<file path="src/rtl/code_conv_pkg.sv">
// Shared definitions for the registered code converter: mode codes, FSM states
// and the BCD digit adjust used by the double-dabble step.
package code_conv_pkg;

  localparam logic [1:0] MODE_PASS  = 2'd0;
  localparam logic [1:0] MODE_B2G   = 2'd1;
  localparam logic [1:0] MODE_G2B   = 2'd2;
  localparam logic [1:0] MODE_B2BCD = 2'd3;

  typedef enum logic [1:0] {
    StIdle = 2'd0,
    StConv = 2'd1,
    StDone = 2'd2
  } state_e;

  // Digits never exceed 9 before the adjust, so the 4-bit sum cannot wrap.
  function automatic logic [3:0] add3_digit(input logic [3:0] d);
    return (d >= 4'd5) ? d + 4'd3 : d;
  endfunction

endpackage

</file>
<file path="src/rtl/bcd_dabble_step.sv">
// One shift-add-3 iteration on the concatenated {BCD, binary} register.
module bcd_dabble_step
  import code_conv_pkg::*;
#(
  parameter int unsigned WIDTH  = 4,
  parameter int unsigned DIGITS = 2,
  localparam int unsigned OUT_W = 4 * DIGITS
) (
  input  logic [OUT_W+WIDTH-1:0] vec_i,
  output logic [OUT_W+WIDTH-1:0] vec_o
);

  logic [OUT_W+WIDTH-1:0] adj;

  always_comb begin
    adj = vec_i;
    for (int i = 0; i < int'(DIGITS); i++) begin
      adj[WIDTH+4*i +: 4] = add3_digit(vec_i[WIDTH+4*i +: 4]);
    end
    vec_o = {adj[OUT_W+WIDTH-2:0], 1'b0};
  end

endmodule

</file>
<file path="src/rtl/code_conv_seq.sv">
// Registered code converter (pass, bin->Gray, Gray->bin, bin->BCD) with
// valid/ready handshakes; BCD takes WIDTH iterations in state CONV.
module code_conv_seq
  import code_conv_pkg::*;
#(
  parameter int unsigned WIDTH  = 4,
  parameter int unsigned DIGITS = 2,
  localparam int unsigned OUT_W = 4 * DIGITS
) (
  input  logic             clk_i,
  input  logic             rst_ni,
  input  logic [WIDTH-1:0] in_i,
  input  logic [1:0]       mode_i,
  input  logic             in_valid_i,
  output logic             in_ready_o,
  output logic [OUT_W-1:0] out_o,
  output logic             out_valid_o,
  input  logic             out_ready_i,
  output logic             busy_o
);

  localparam int unsigned SregW = OUT_W + WIDTH;
  localparam int unsigned CntW  = $clog2(WIDTH + 1);

  function automatic logic [WIDTH-1:0] bin2gray(input logic [WIDTH-1:0] b);
    return b ^ (b >> 1);
  endfunction

  // Prefix XOR from the MSB down.
  function automatic logic [WIDTH-1:0] gray2bin(input logic [WIDTH-1:0] g);
    logic [WIDTH-1:0] b;
    b[WIDTH-1] = g[WIDTH-1];
    for (int i = int'(WIDTH) - 2; i >= 0; i--) begin
      b[i] = b[i+1] ^ g[i];
    end
    return b;
  endfunction

  state_e           state_q, state_d;
  logic [OUT_W-1:0] out_q, out_d;
  logic [SregW-1:0] sreg_q, sreg_d;
  logic [CntW-1:0]  cnt_q, cnt_d;
  logic [SregW-1:0] step_out;
  logic [WIDTH-1:0] conv_word;
  logic             accept;

  bcd_dabble_step #(
    .WIDTH  (WIDTH),
    .DIGITS (DIGITS)
  ) u_step (
    .vec_i (sreg_q),
    .vec_o (step_out)
  );

  // Ready bypass from DONE lets a new word retire the old result on the same edge.
  assign in_ready_o  = (state_q == StIdle) | ((state_q == StDone) & out_ready_i);
  assign accept      = in_valid_i & in_ready_o;
  assign out_o       = out_q;
  assign out_valid_o = (state_q == StDone);
  assign busy_o      = (state_q == StConv);

  always_comb begin
    case (mode_i)
      MODE_B2G: conv_word = bin2gray(in_i);
      MODE_G2B: conv_word = gray2bin(in_i);
      default:  conv_word = in_i;
    endcase
  end

  always_comb begin
    state_d = state_q;
    out_d   = out_q;
    sreg_d  = sreg_q;
    cnt_d   = cnt_q;

    case (state_q)
      StConv: begin
        sreg_d = step_out;
        cnt_d  = cnt_q - 1'b1;
        if (cnt_q == CntW'(1)) begin
          out_d   = step_out[SregW-1 -: OUT_W];
          state_d = StDone;
        end
      end
      StDone: begin
        if (out_ready_i && !in_valid_i) begin
          state_d = StIdle;
        end
      end
      default: ;
    endcase

    if (accept) begin
      if (mode_i == MODE_B2BCD) begin
        sreg_d  = {{OUT_W{1'b0}}, in_i};
        cnt_d   = CntW'(WIDTH);
        state_d = StConv;
      end else begin
        out_d   = OUT_W'(conv_word);
        state_d = StDone;
      end
    end
  end

  always_ff @(posedge clk_i or negedge rst_ni) begin
    if (!rst_ni) begin
      state_q <= StIdle;
      out_q   <= '0;
      sreg_q  <= '0;
      cnt_q   <= '0;
    end else begin
      state_q <= state_d;
      out_q   <= out_d;
      sreg_q  <= sreg_d;
      cnt_q   <= cnt_d;
    end
  end

endmodule

</file>
<file path="config.mk">
export PLATFORM = sky130hd
export DESIGN_NAME = code_conv_seq
export DESIGN_NICKNAME = d
export VERILOG_FILES = /design/src/rtl/code_conv_pkg.sv /design/src/rtl/bcd_dabble_step.sv /design/src/rtl/code_conv_seq.sv
export SDC_FILE = /design/constraint.sdc
export NUM_CORES = 1
export LEC_CHECK = 0
export ABC_CLOCK_PERIOD_IN_PS = 1500
export BUFFER_PORTS_ARGS = -buffer_cell sky130_fd_sc_hd__buf_2
export CAP_MARGIN = 20
export CORE_UTILIZATION = 30
export CTS_BUF_LIST = sky130_fd_sc_hd__clkbuf_4 sky130_fd_sc_hd__clkbuf_8 sky130_fd_sc_hd__clkbuf_16
export CTS_CLUSTER_SIZE = 14
export DETAILED_ROUTE_END_ITERATION = 10
export PLACE_DENSITY = 0.61
export SLEW_MARGIN = 20
export SYNTH_ARGS = -nofsm -noshare
export SYNTH_HDL_FRONTEND = slang
export SYNTH_HIERARCHICAL = 1
export SYNTH_SLANG_ARGS = --single-unit
</file>
<file path="constraint.sdc">
create_clock -name clk_i -period 1.5 [get_ports clk_i]
set_input_delay 0 -clock clk_i [delete_from_list [all_inputs] [get_ports clk_i]]
set_output_delay 0 -clock clk_i [all_outputs]
set_load 0.02 [all_outputs]
</file>
==> metrics <==
status=finished, violations left; violated checks=setup timing; reg2reg end=state_q[1]$_DFFE_PN0P_; Max Cap Viol=0; DRT iter0 DRCs=54; max-slew violations=0; total iterations of the first detailed-routing run=4; GRT Util Overall=13.0%; Die ar.=0.00575 mm2; Post-synth top flop=dfrtp_1; Initial Utilization=31.6%; nets=239; synthesized cell area=0.00163 mm2; initial antenna violation count=0; Static Leak=1.08 nW; Peak Freq=608 MHz; Core Rows=26; Reg-to-Reg Start=state_q[1]$_DFFE_PN0P_; Post-Place Worst Slack=-0.199 ns; GRT Residual Overflow=0; Worst path max stage delay=0.42 ns; Top Ports=21; Worst Slack Setup Final=-0.145 ns; most used cell, CP=buf_6; Worst Path Arrival=1.81 ns; Syn Nets=194; ANT nets after route=0; FF+latch count, synth=25; synth unique cells=35; Mapped Cells=171; drt wl/cell=12.8 um; Stages on worst setup path=7; Final GP Congestion=0.773; Final HPWL DP=2360 um; Vias=1310; Async SR Flop Fraction=100%; RSZ-0062 raised after global routing=yes; global-route wire length before repair=5640 um; reg2reg setup slack=-0.14 ns; die height=75.8 um; CTS HTree Levels=1; CP endpoint=state_q[1]$_DFFE_PN0P_; port bufs=20; CP Class=flip-flop to flip-flop; CP Launch Point=state_q[1]$_DFFE_PN0P_; Vias per Instance=4.60; CTS buffer count=3; Clk Latency, worst-skew pair=0.28 ns; sequential-to-total area share from yosys stat=38.3%; CTS tree=done; Setup TNS=-0.690 ns; crit path max fanout=5; Mean Syn Cell Area=9.56 um2; min Tclk post-route=1.64 ns; period utilization=110%; CP max stage cell=dfrtp_1; Antenna Cells=0; Area Growth Syn to Fin=42.0%; Clock transition at path regs=0.09 ns; clk sink count=25; largest net degree at the start of global routing=26; Power Dens Cells=1850 mW/mm2; Hold Path Class=input pin to flip-flop; clock skew=0.00793 ns; worst path bufs/invs=2; number of synthesized flops with an enable pin=0; Critical Path Sink Type=flip-flop; CTS max path bufs=2; Max-slew headroom=61.9%; startpoint types=flip-flop; final setup violation count=11; min-delay src=in_i[0]; Core Box Area=0.00517 mm2; Final Hold Fails=0; data required time of the critical path=1.66 ns; DRC=0; measured slew at the worst slew-check pin=0.572 ns; CP cell instances=buf_6 -> ha_4 -> a21o_4 -> buf_6 -> nand2_2 -> a22o_1 -> mux2_4; clock root buffer=clkbuf_8; worst vdd ir=0.000576 V; vias in the first global route=1249; share of cells above drive strength 1=46.5%; die width=75.8 um; Top delay family on crit path=flip-flops; Ys Warns=6; reg2reg path depth=7; Routed Wire Length=3640 um
## state kept, by name, indices dropped and copies added (netlist names)
name and count:
cnt_q 3, out_o 8, state_q 2, sreg_q 12
## where the power goes
group / internal [mW] / switching, mW / leakage, nW
registers: 0.933 / 0.239 / 0.320
clock network: 0.189 / 0.233 / 0.0217
logic: 1.44 / 1.25 / 0.742
total: 2.57 / 1.72 / 1.08
## synth_stat cells (2+ instances only)
| master | count | area (um2) |
|---|---|---|
| dfrtp_1 | 25 | 626 |
| nor2_1 | 23 | 86.3 |
| mux2i_1 | 19 | 190 |
| nand2_1 | 19 | 71.3 |
| ha_1 | 13 | 163 |
| inv_1 | 12 | 45.0 |
| o21ai_0 | 8 | 40.0 |
| buf_4 | 6 | 45.0 |
| buf_2 | 5 | 25.0 |
| mux2_2 | 5 | 56.3 |
| nand2b_1 | 4 | 25.0 |
| nand3b_1 | 3 | 22.5 |
| xnor2_1 | 3 | 26.3 |
| a21oi_1 | 2 | 10.0 |
| a21oi_2 | 2 | 17.5 |
| nand3_1 | 2 | 10.0 |
| xor2_1 | 2 | 17.5 |
## how the worst min path moves through the flow
stage	end	cells after the start	slack, ns
after floorplan	cnt_q[0]$_DFF_PN0_	0	-0.30
after detailed placement	state_q[0]$_DFFE_PN0P_	1	0.02
after global routing	sreg_q[0]$_DFF_PN0_	3	0.03
after global placement	state_q[0]$_DFFE_PN0P_	1	0.03
after CTS	sreg_q[0]$_DFF_PN0_	3	0.002
final	sreg_q[0]$_DFF_PN0_	3	0.006
## worst min-delay path, delay by kind of cell
kind,cells,cell delay [ns]
AOI/OAI and AO/OA,1,0.05
buffers and inverters,1,0.13
and+or+nand+nor,1,0.07
## cell usage in the layout, fill, tap and decap left out, drive strengths merged, types with 2 or more instances in the layout
master / count
nand2b: 4
nor2: 23
clkbuf: 3
ha: 13
mux2: 6
dfrtp: 25
inv: 12
xnor2: 3
o21ai: 9
buf: 50
a21oi: 4
nand3: 2
nand2: 19
mux2i: 19
and3: 2
xor2: 2
nand3b: 3
## what timing repair did
action / in CTS / in global routing
hold buffers: 1 / 0
gates resized for setup: 16 / 42
buffers inserted: 5 / 9
pin swaps: 4 / 13
cloned: 0 / 1
setup endpoints to repair: 18 / 26
endpoints found under the hold margin: 25 / 0
## layer usage
metal  part of all wire, %  global-route usage [%]  up-vias
met3                   1.3                    1.59        2
met2                    50                    22.6       16
met1                    48                    16.5      631
met4                  0.77                    4.94        0
met5                     0                       0        -
li1                      -                       -      661
## kinds of logic after synthesis
logic type                 synth area share, %
muxes                                     15.8
xor gates and xnor gates                  4.06
DFF                                       38.3
and+or+nand+nor                           15.9
AOI/OAI and AO/OA                         8.50
adders and majority gates                 9.95
buffers and inverters                     7.35
other                                    0.229
## metrics by stage
stage / total power, mW / cells / area [um2] / hold WS [ns] / utilization, %
floorplan: 2.45 / 171 / 1700 / -0.296 / -
global placement: 2.92 / 266 / 1930 / 0.0255 / 37.3
detailed placement: 2.97 / 266 / 1930 / 0.0235 / 37.3
CTS: 3.67 / 276 / 2110 / 0.00240 / 40.8
global route: 4.62 / 285 / 2320 / 0.0286 / 44.9
finish: 4.29 / 285 / 2320 / 0.00615 / 44.9
## final cells by class
cell class | instances | area (um2)
multi-input combinational | 123 | 1130
tap | 70 | 87.6
timing repair buffer | 51 | 382
sequential | 25 | 626
clock inverter | 1 | 7.51
fill | 481 | 2850
clock buffer | 3 | 41.3
inverter | 12 | 45.0
Note: power is estimated with default switching activity, not from simulation.
